### config.mk
export PLATFORM = sky130hd
export DESIGN_NAME = ex_muldiv_unit
export DESIGN_NICKNAME = d
export VERILOG_FILES = /design/src/rtl/ex_muldiv_unit_pkg.sv /design/src/rtl/ex_muldiv_unit_div_core.sv /design/src/rtl/ex_muldiv_unit.sv
export SDC_FILE = /design/constraint.sdc
export NUM_CORES = 2
export LEC_CHECK = 0
export CAP_MARGIN = 20
export CORE_MARGIN = 3
export CORE_UTILIZATION = 40
export CTS_CLUSTER_DIAMETER = 100
export CTS_CLUSTER_SIZE = 10
export DETAILED_ROUTE_END_ITERATION = 10
export GPL_ROUTABILITY_DRIVEN = 0
export HOLD_SLACK_MARGIN = 0.08
export PLACE_DENSITY = 0.67
export SETUP_SLACK_MARGIN = 0.2
export SLEW_MARGIN = 15
export SYNTH_ARGS = -nofsm -noshare
export SYNTH_HDL_FRONTEND = slang
export SYNTH_SLANG_ARGS = --single-unit
### constraint.sdc
create_clock -name clk -period 21 [get_ports clk]
set_input_delay 3.15 -clock clk [delete_from_list [all_inputs] [get_ports clk]]
set_output_delay 3.15 -clock clk [all_outputs]
set_load 0.02 [all_outputs]
### src/rtl/ex_muldiv_unit_pkg.sv
// Shared encodings for the execute-stage multiply/divide engine: operation codes,
// FSM states and small decode helpers.
package ex_muldiv_unit_pkg;

  typedef enum logic [1:0] {
    MD_MULT  = 2'd0,
    MD_MULTU = 2'd1,
    MD_DIV   = 2'd2,
    MD_DIVU  = 2'd3
  } md_op_t;

  typedef enum logic [1:0] {
    ST_IDLE = 2'd0,
    ST_MUL  = 2'd1,
    ST_DIV  = 2'd2,
    ST_DONE = 2'd3
  } md_state_t;

  // Bit 1 selects divide, bit 0 selects the unsigned variant.
  function automatic logic is_div_op(input logic [1:0] op);
    return op[1];
  endfunction

  function automatic logic is_signed_op(input logic [1:0] op);
    return ~op[0];
  endfunction

endpackage

### src/rtl/ex_muldiv_unit_div_core.sv
// Iterative restoring divider on magnitudes; resolves DIV_STEP quotient bits per enabled
// cycle and presents sign-corrected results combinationally during the final iteration.
module ex_muldiv_unit_div_core #(
  parameter int DATA_W   = 32,
  parameter int DIV_STEP = 1
) (
  input  logic              clk,
  input  logic              reset,
  input  logic              load,
  input  logic              en,
  input  logic [DATA_W-1:0] abs_a,
  input  logic [DATA_W-1:0] abs_b,
  input  logic              neg_q,
  input  logic              neg_r,
  output logic              done,
  output logic [DATA_W-1:0] quotient,
  output logic [DATA_W-1:0] remainder
);

  localparam int N  = DATA_W / DIV_STEP;
  localparam int CW = $clog2(N) + 1;

  logic [DATA_W-1:0] rem_q, quo_q, dvs_q;
  logic [CW-1:0]     cnt_q;
  logic              neg_q_q, neg_r_q;
  logic [DATA_W-1:0] r_c, q_c;
  logic [DATA_W+1:0] trial;

  // quo_q starts as the dividend and fills with quotient bits from the right.
  always_comb begin
    r_c   = rem_q;
    q_c   = quo_q;
    trial = '0;
    for (int i = 0; i < DIV_STEP; i++) begin
      trial = {1'b0, r_c, q_c[DATA_W-1]} - {2'b00, dvs_q};
      if (!trial[DATA_W+1]) begin
        r_c = trial[DATA_W-1:0];
        q_c = {q_c[DATA_W-2:0], 1'b1};
      end else begin
        r_c = {r_c[DATA_W-2:0], q_c[DATA_W-1]};
        q_c = {q_c[DATA_W-2:0], 1'b0};
      end
    end
  end

  always_ff @(posedge clk or posedge reset) begin
    if (reset) begin
      rem_q   <= '0;
      quo_q   <= '0;
      dvs_q   <= '0;
      cnt_q   <= '0;
      neg_q_q <= 1'b0;
      neg_r_q <= 1'b0;
    end else if (load) begin
      rem_q   <= '0;
      quo_q   <= abs_a;
      dvs_q   <= abs_b;
      cnt_q   <= '0;
      neg_q_q <= neg_q;
      neg_r_q <= neg_r;
    end else if (en) begin
      rem_q <= r_c;
      quo_q <= q_c;
      cnt_q <= cnt_q + 1'b1;
    end
  end

  assign done      = en && (cnt_q == CW'(N - 1));
  assign quotient  = neg_q_q ? -q_c : q_c;
  assign remainder = neg_r_q ? -r_c : r_c;

endmodule

### src/rtl/ex_muldiv_unit.sv
// Multi-cycle multiply/divide engine producing a HI/LO pair with a stall-held done pulse.
// Optional MULDIV_EARLY_OUT_EN finishes trivial divides right after operand capture.
import ex_muldiv_unit_pkg::*;

module ex_muldiv_unit #(
  parameter int DATA_W     = 32,
  parameter int MUL_STAGES = 2,
  parameter int DIV_STEP   = 1
) (
  input  logic              clk,
  input  logic              reset,
  input  logic              start,
  input  logic [1:0]        op,
  input  logic [DATA_W-1:0] src_a,
  input  logic [DATA_W-1:0] src_b,
  input  logic              flush,
  input  logic              is_busbusy,
  output logic              busy,
  output logic              opreat_over,
  output logic [DATA_W-1:0] hi_out,
  output logic [DATA_W-1:0] lo_out,
  output logic              div_zero,
  output logic [1:0]        dbg_state
);

  localparam int PIPE = (MUL_STAGES > 1) ? MUL_STAGES - 1 : 1;

  md_state_t           state, state_nxt, launch_state;
  logic                accept, op_div, signed_op, neg_a, b_zero, early_out;
  logic [DATA_W-1:0]   abs_a, abs_b;
  logic [2*DATA_W-1:0] ext_a, ext_b, product, mul_result;
  logic [2*DATA_W-1:0] mul_pipe [PIPE];
  logic [1:0]          mul_cnt_q;
  logic [DATA_W-1:0]   a_q;
  logic                bz_q;
  logic                div_done;
  logic [DATA_W-1:0]   div_quo, div_rem;
  logic                complete, res_dz;
  logic [DATA_W-1:0]   res_hi, res_lo;

  assign op_div    = is_div_op(op);
  assign signed_op = is_signed_op(op);
  assign neg_a     = signed_op & src_a[DATA_W-1];
  assign abs_a     = neg_a ? -src_a : src_a;
  assign abs_b     = (signed_op & src_b[DATA_W-1]) ? -src_b : src_b;
  assign b_zero    = (src_b == '0);

  // Extending both operands to 2W makes the truncated product correct signed or unsigned.
  assign ext_a   = {{DATA_W{signed_op & src_a[DATA_W-1]}}, src_a};
  assign ext_b   = {{DATA_W{signed_op & src_b[DATA_W-1]}}, src_b};
  assign product = ext_a * ext_b;
  assign mul_result = (MUL_STAGES == 1) ? product : mul_pipe[PIPE-1];

`ifdef MULDIV_EARLY_OUT_EN
  assign early_out = op_div && (b_zero || (abs_a < abs_b));
`else
  assign early_out = 1'b0;
`endif

  assign accept = start && !flush &&
                  ((state == ST_IDLE) || ((state == ST_DONE) && !is_busbusy));

  always_comb begin
    if (op_div) launch_state = early_out ? ST_DONE : ST_DIV;
    else        launch_state = (MUL_STAGES == 1) ? ST_DONE : ST_MUL;
  end

  ex_muldiv_unit_div_core #(
    .DATA_W   (DATA_W),
    .DIV_STEP (DIV_STEP)
  ) u_div_core (
    .clk       (clk),
    .reset     (reset),
    .load      (accept && op_div),
    .en        (state == ST_DIV),
    .abs_a     (abs_a),
    .abs_b     (abs_b),
    .neg_q     (signed_op & (src_a[DATA_W-1] ^ src_b[DATA_W-1])),
    .neg_r     (neg_a),
    .done      (div_done),
    .quotient  (div_quo),
    .remainder (div_rem)
  );

  always_comb begin
    state_nxt = state;
    complete  = 1'b0;
    res_hi    = '0;
    res_lo    = '0;
    res_dz    = 1'b0;
    case (state)
      ST_IDLE: if (accept) state_nxt = launch_state;
      ST_MUL: begin
        if (flush) state_nxt = ST_IDLE;
        else if (mul_cnt_q == 2'd0) begin
          state_nxt = ST_DONE;
          complete  = 1'b1;
          {res_hi, res_lo} = mul_result;
        end
      end
      ST_DIV: begin
        if (flush) state_nxt = ST_IDLE;
        else if (div_done) begin
          state_nxt = ST_DONE;
          complete  = 1'b1;
          res_dz    = bz_q;
          res_hi    = bz_q ? a_q : div_rem;
          res_lo    = bz_q ? '1 : div_quo;
        end
      end
      ST_DONE: begin
        if (flush) state_nxt = ST_IDLE;
        else if (!is_busbusy) state_nxt = accept ? launch_state : ST_IDLE;
      end
      default: state_nxt = ST_IDLE;
    endcase
    // Single-stage multiply and early-out divides complete on the accepting edge.
    if (accept && (launch_state == ST_DONE)) begin
      complete = 1'b1;
      if (op_div) begin
        res_dz = b_zero;
        res_hi = src_a;
        res_lo = b_zero ? '1 : '0;
      end else begin
        {res_hi, res_lo} = product;
      end
    end
  end

  always_ff @(posedge clk or posedge reset) begin
    if (reset) begin
      state     <= ST_IDLE;
      mul_cnt_q <= '0;
      a_q       <= '0;
      bz_q      <= 1'b0;
      hi_out    <= '0;
      lo_out    <= '0;
      div_zero  <= 1'b0;
      for (int i = 0; i < PIPE; i++) mul_pipe[i] <= '0;
    end else begin
      state <= state_nxt;
      if (accept) begin
        mul_cnt_q   <= 2'((MUL_STAGES > 1) ? MUL_STAGES - 2 : 0);
        a_q         <= src_a;
        bz_q        <= b_zero;
        mul_pipe[0] <= product;
      end else if (state == ST_MUL) begin
        mul_cnt_q <= mul_cnt_q - 2'd1;
      end
      for (int i = 1; i < PIPE; i++) mul_pipe[i] <= mul_pipe[i-1];
      if (complete) begin
        hi_out   <= res_hi;
        lo_out   <= res_lo;
        div_zero <= res_dz;
      end
    end
  end

  assign busy        = (state == ST_MUL) || (state == ST_DIV);
  assign opreat_over = (state == ST_DONE);
  assign dbg_state   = state;

endmodule

# Word level (Yosys, flattened, before mapping)
# Cells that the tools add are included.
[word_totals]
reg_bits = 270
inputBits = 71
rom_bits = 0
latch_bits = 0
word_cells = 104
memories = 0
ram_bits = 0
out_inout_bits = 69
[classes]
eq_ne = 9
mux = 52
n_mul = 1
reduce_logical = 16
add_sub_neg = 7
magnitude_cmp = 0
shifts = 0
div = 0
bitwise_logic = 5
[op_table]
columns = ["op", "n"]
rows = [
  ["2-to-1 mux 32 bit", 24],
  ["negator 32 bit", 4],
  ["case mux 32 bit (2 select lines)", 2],
  ["multiplier 33 x 33 -> 64 bit", 1],
  ["subtractor 33 x 32 -> 34 bit", 1],
  ["zero test 32 bit", 1],
  ["2-to-1 mux 2 bit", 11],
  ["2-to-1 mux 6 bit", 2],
  ["2-to-1 mux 1 bit", 11],
  ["!= test 3 bit, second input constant", 3],
  ["case mux 2 bit (4 select lines)", 1],
  ["adder 6 x 1 -> 6 bit, second input constant", 1],
  ["== test 2 bit, second input constant", 3],
  ["== test 6 x 5 -> 1 bit, second input constant", 1],
  ["logical AND 1 bit", 6],
  ["zero test 2 bit", 2],
  ["AND reduction 4 bit", 1],
  ["nonzero test 2 bit", 2],
  ["AND 1 bit", 3],
  ["== test 2 x 1 -> 1 bit, second input constant", 1],
  ["zero test 1 bit", 2],
  ["logical OR 1 bit", 2],
  ["!= test 2 bit, second input constant", 1],
  ["case mux 1 bit (2 select lines)", 1],
  ["3 further kinds", 3],
]

# Depth between registers and ports, before layout
[logic_depth]
word_depth = 9
mapped_depth = 33
mapped_depth_nobuf = 29

# By module
# Synthesis repeated with hierarchy kept, for this count alone.
[hier_totals]
cells_unflattened = 6243
hier_area_um2 = 54820.1
[by_module_without_submodules]
columns = ["mod", "cells_per_inst", "instances", "area_each_um2"]
rows = [
  ["ex_muldiv_unit", 5220, 1, 46465.8],
  ["ex_muldiv_unit_div_core", 1023, 1, 8354.3],
]

# Worst setup path after synthesis
# OpenSTA, ideal clock, no wires.
[synth_timing]
kind = "input-to-reg"
startpoint = "input port src_a[31]"
endpoint = "register mul_pipe[56] (netlist name)"
cell_stages = 30
path_buffers = 3
path_slack_ps = 9802
required_ps = 20874
t_arrival_ps = 11072
path_cell_list = "clkbuf_1 nor2b_1 clkbuf_1 buf_1 nand2_1 inv_1 fa_1 fa_1 fa_1 inv_1 fa_1 inv_1 fa_1 fa_1 fa_1 inv_1 fa_1 inv_1 ha_1 and3_1 nand2_1 or4_1 nor2_1 o31ai_1 a211oi_1 o41ai_1 nor2b_1 o21ai_0 or4_1 nand3_1"
[synth_between]
elab_chain_cells = 2
[synth_lines]
columns = ["element", "line", "source"]
rows = [
  ["from (decl)", "ex_muldiv_unit.sv:14", "input logic [DATA_W-1:0] src_a,"],
  ["AND 1 bit", "ex_muldiv_unit.sv:49", "assign ext_a = {{DATA_W{signed_op & src_a[DATA_W-1]}}, src_a};"],
  ["multiplier 33 x 33 -> 64 bit (*)", "ex_muldiv_unit.sv:51", "assign product = ext_a * ext_b;"],
  ["to (decl)", "ex_muldiv_unit.sv:32", "logic [2*DATA_W-1:0] mul_pipe [PIPE];"],
]
# Mark *: on every way between the ends. The rest lies on a longest branch, timed or not.
# A chain may end at the register's enable or synchronous reset.

# Final worst setup path
[layout_timing]
startpoint = "input port src_a[31]"
endpoint = "register mul_pipe[54] (netlist name)"
# The elaborated chain is that of the path after synthesis.

==> out/results.txt <==
Post-synthesis compound-gate area fraction -> 0.0923
Final cycle utilization of the critical path -> 0.583
Final max-slew violation count -> 0
WS Path Type -> primary input to flop
I/O Pins -> 140
Final count of negative-setup-slack endpoints -> 0
DRT Wirelength -> 159 mm
Nets -> 7493
Mean Syn Cell Area -> 8.84 um^2
Min Clock Period, post-route -> 12.25 ns
Core area -> 134000 um^2
Maxcap violations -> 0
CTS resizes -> 0
Post-CTS Hold Buffers -> 0
Simple-Gate Fraction of Synth Area -> 0.160
Mux cell area share after synthesis -> 0.0115
Clk Latency, worst-skew pair -> 0.58 ns
Largest net degree at the start of global routing -> 166
TritonCTS Buffers -> 30
Fill count -> 13000
Count of state elements after synthesis -> 270
Remaining global-route overflow -> 0
Skew final -> 0.0212 ns
Post-Synth Adder-Cell Area -> 0.471
Clock Sinks -> 270
HP Class -> flop to flop
Most used DFF post-synth -> dfrtp_1
Post-route setup TNS -> 0 ns
CP dominant cell by count -> fa_1
Root buf cell -> clkbuf_16
CP startpoint kind -> primary input
Detailed-route wire length per cell -> 20.4 um
Die Ht -> 376 um
Final hold vios -> 0
Post-Syn Nets -> 7631
First-pass GRT wire length -> 253 mm
Rel. slew slack -> 0.241
Status -> complete, no violations
Critical Path Sink Type -> flop
Sequential-to-total area share from yosys stat -> 0.124
Crit path launch -> src_a[31]
Vias per cell -> 5.40
DP HPWL -> 123 mm
FFs w/ async S/R, synth -> 1.00
Cell count of the worst reg-to-reg path -> 20
Syn. warnings -> 0
Initial antenna violation count -> 19
Worst-case clock buffer depth -> 3
P&R area growth vs syn -> 6.49%
CP required -> 21.41 ns
XOR/XNOR Fraction of Synth Area -> 0.0332
Largest stage delay, worst path -> 0.63 ns
Netlist cell types -> 91
Layout cells sized above 1 -> 0.0318
Final WS setup -> 8.75 ns
CP Capture Point -> mul_pipe[54]$_DFFE_PP0P_
Hold Crit Depth -> 2
Place WS -> 8.29 ns
Number of synthesized flops with an enable pin -> 0
Post-Syn Instances -> 6178
R2r setup slk -> 15.17 ns
FMAX -> 81.7 MHz
Arr. time, crit path -> 12.65 ns
FF-to-FF Start -> u_div_core.rem_q[0]$_DFFE_PP0P_
First-pass DRT Iterations -> 6
CTS H-tree lvls -> 1
Gr usage total -> 0.228
CP Max Fanout -> 36
Num rows -> 134
Residual DRC -> 0
Worst-path clk slew -> 0.05 ns
Crit path max-delay cell type -> fa_1
Tightest Pin Transition -> 1.14 ns
CTS tree -> built
Reg-to-reg endpoint -> lo_out[30]$_DFFE_PP0P_
Vias in the first global route -> 44700
PortBufs -> 139
DIE AREA -> 141000 um^2
Post-Syn Area -> 54600 um^2
Post CTS Setup Buffer Count -> 0
Initial DRC Count -> 3419
Chip width -> 376 um
RSZ-0062 raised after global routing -> false
Largest family of logic cells by synthesized area -> adder cells
Starting density of the core -> 0.406
Vias -> 42200
Antenna-violating nets left -> 0
==> how the worst min path moves through the flow <==
stage                               endpoint  slack [ns]                      from
floorplan           mul_pipe[50]$_DFFE_PP0P_        0.44  mul_pipe[50]$_DFFE_PP0P_
global placement          a_q[5]$_DFFE_PP0P_        0.45        a_q[5]$_DFFE_PP0P_
detailed placement       a_q[28]$_DFFE_PP0P_        0.46       a_q[28]$_DFFE_PP0P_
CTS                       a_q[4]$_DFFE_PP0P_        0.47        a_q[4]$_DFFE_PP0P_
global route             a_q[22]$_DFFE_PP0P_        0.49       a_q[22]$_DFFE_PP0P_
finish                    a_q[9]$_DFFE_PP0P_        0.47        a_q[9]$_DFFE_PP0P_
==> layer usage <==
metal / global-route usage / up-vias / part of all wire
li1: - / 18500 / -
met1: 0.306 / 21600 / 0.41
met2: 0.373 / 1771 / 0.47
met3: 0.0366 / 322 / 0.087
met4: 0.0830 / 10 / 0.037
met5: 0 / - / 0.00033
==> cell usage in the layout, fill, tap and decap left out, types with 16 or more instances in the layout <==
| master | synthesis | final |
|---|---|---|
| dfrtp_1 | 270 | 269 |
| nor2_1 | 236 | 233 |
| nor3_1 | 36 | 36 |
| a21o_1 | 54 | 53 |
| and2_1 | 353 | 353 |
| fa_1 | 1126 | 1126 |
| xor2_1 | 76 | 76 |
| nand3_1 | 28 | 28 |
| buf_2 | 7 | 18 |
| a211oi_1 | 39 | 39 |
| a31oi_1 | 59 | 59 |
| mux2i_1 | 55 | 55 |
| nand2_1 | 1078 | 1077 |
| or3_1 | 20 | 20 |
| o21a_1 | 24 | 24 |
| inv_1 | 1173 | 1172 |
| and3_1 | 26 | 26 |
| xnor2_1 | 131 | 131 |
| buf_4 | 2 | 74 |
| o21ai_0 | 250 | 250 |
| a21oi_1 | 144 | 143 |
| nor2b_1 | 24 | 22 |
| ha_1 | 256 | 255 |
| nor4_1 | 24 | 24 |
| o21bai_1 | 17 | 16 |
| clkdlybuf4s50_1 | 0 | 121 |
| clkbuf_16 | 0 | 31 |
| o31ai_1 | 32 | 31 |
| nand2b_1 | 29 | 29 |
==> sequential cells by signal, summed over array words and instances (netlist names) <==
name / cells
mul_pipe: 64
a_q: 32
hi_out: 32
lo_out: 32
u_div_core.dvs_q: 32
u_div_core.quo_q: 32
u_div_core.rem_q: 32
u_div_core.cnt_q: 6
dbg_state: 2
mul_cnt_q: 2
bz_q: 1
div_zero: 1
u_div_core.neg_q_q: 1
u_div_core.neg_r_q: 1
==> layout make-up <==
| class | count | area, um^2 | share of cell area |
|---|---|---|---|
| Sequential cell | 270 | 6760 | 0.116 |
| Antenna cell | 10 | 25.0 | 0.000430 |
| Tap cell | 1768 | 2210 | 0.0380 |
| Clock buffer | 32 | 779 | 0.0134 |
| Timing Repair Buffer | 216 | 1910 | 0.0329 |
| Multi-Input combinational cell | 4347 | 42100 | 0.723 |
| Inverter | 1175 | 4420 | 0.0760 |
==> metrics by stage <==
step	cell area, um^2	utilization	cells	hold WS (ns)
finish	58200	0.433	7818	0.470
detailed placement	57300	0.426	7774	0.459
floorplan	54600	-	6178	0.435
global placement	57300	0.426	7774	0.450
global route	58100	0.432	7809	0.489
CTS	58100	0.432	7806	0.474
==> Yosys cell counts (32+ instances only) <==
| cell type | number | area share |
|---|---|---|
| a211oi_1 | 39 | 0.0054 |
| o21ai_0 | 250 | 0.023 |
| xor2_1 | 76 | 0.012 |
| nand2_1 | 1078 | 0.074 |
| clkbuf_1 | 314 | 0.022 |
| and2_1 | 353 | 0.040 |
| inv_1 | 1173 | 0.081 |
| a21oi_1 | 144 | 0.013 |
| fa_1 | 1126 | 0.41 |
| nor3_1 | 36 | 0.0033 |
| mux2i_1 | 55 | 0.010 |
| buf_1 | 62 | 0.0043 |
| nor2_1 | 236 | 0.016 |
| ha_1 | 256 | 0.059 |
| o31ai_1 | 32 | 0.0044 |
| dfrtp_1 | 270 | 0.12 |
| xnor2_1 | 131 | 0.021 |
| a21o_1 | 54 | 0.0074 |
| a31oi_1 | 59 | 0.0068 |
==> critical path, delay by kind of cell <==
| kind | cells | cell delay, ns |
|---|---|---|
| buffers and inverters | 6 | 1.47 |
| AND/OR/NAND/NOR | 7 | 2.06 |
| AO/OA/AOI/OAI | 5 | 1.25 |
| XOR/XNOR | 1 | 0.16 |
| adder cells (fa/ha/maj) | 9 | 4.49 |
==> kinds of logic after synthesis <==
logic type,after synthesis
DFF,270
xor gates and xnor gates,207
adders and majority gates,1382
buffers and inverters,1561
muxes,62
AOI/OAI and AO/OA,775
and+or+nand+nor,1921
Power is left out: the tool's default activity adds up to more than one toggle a clock period on the data nets, which glitch-free logic cannot reach.
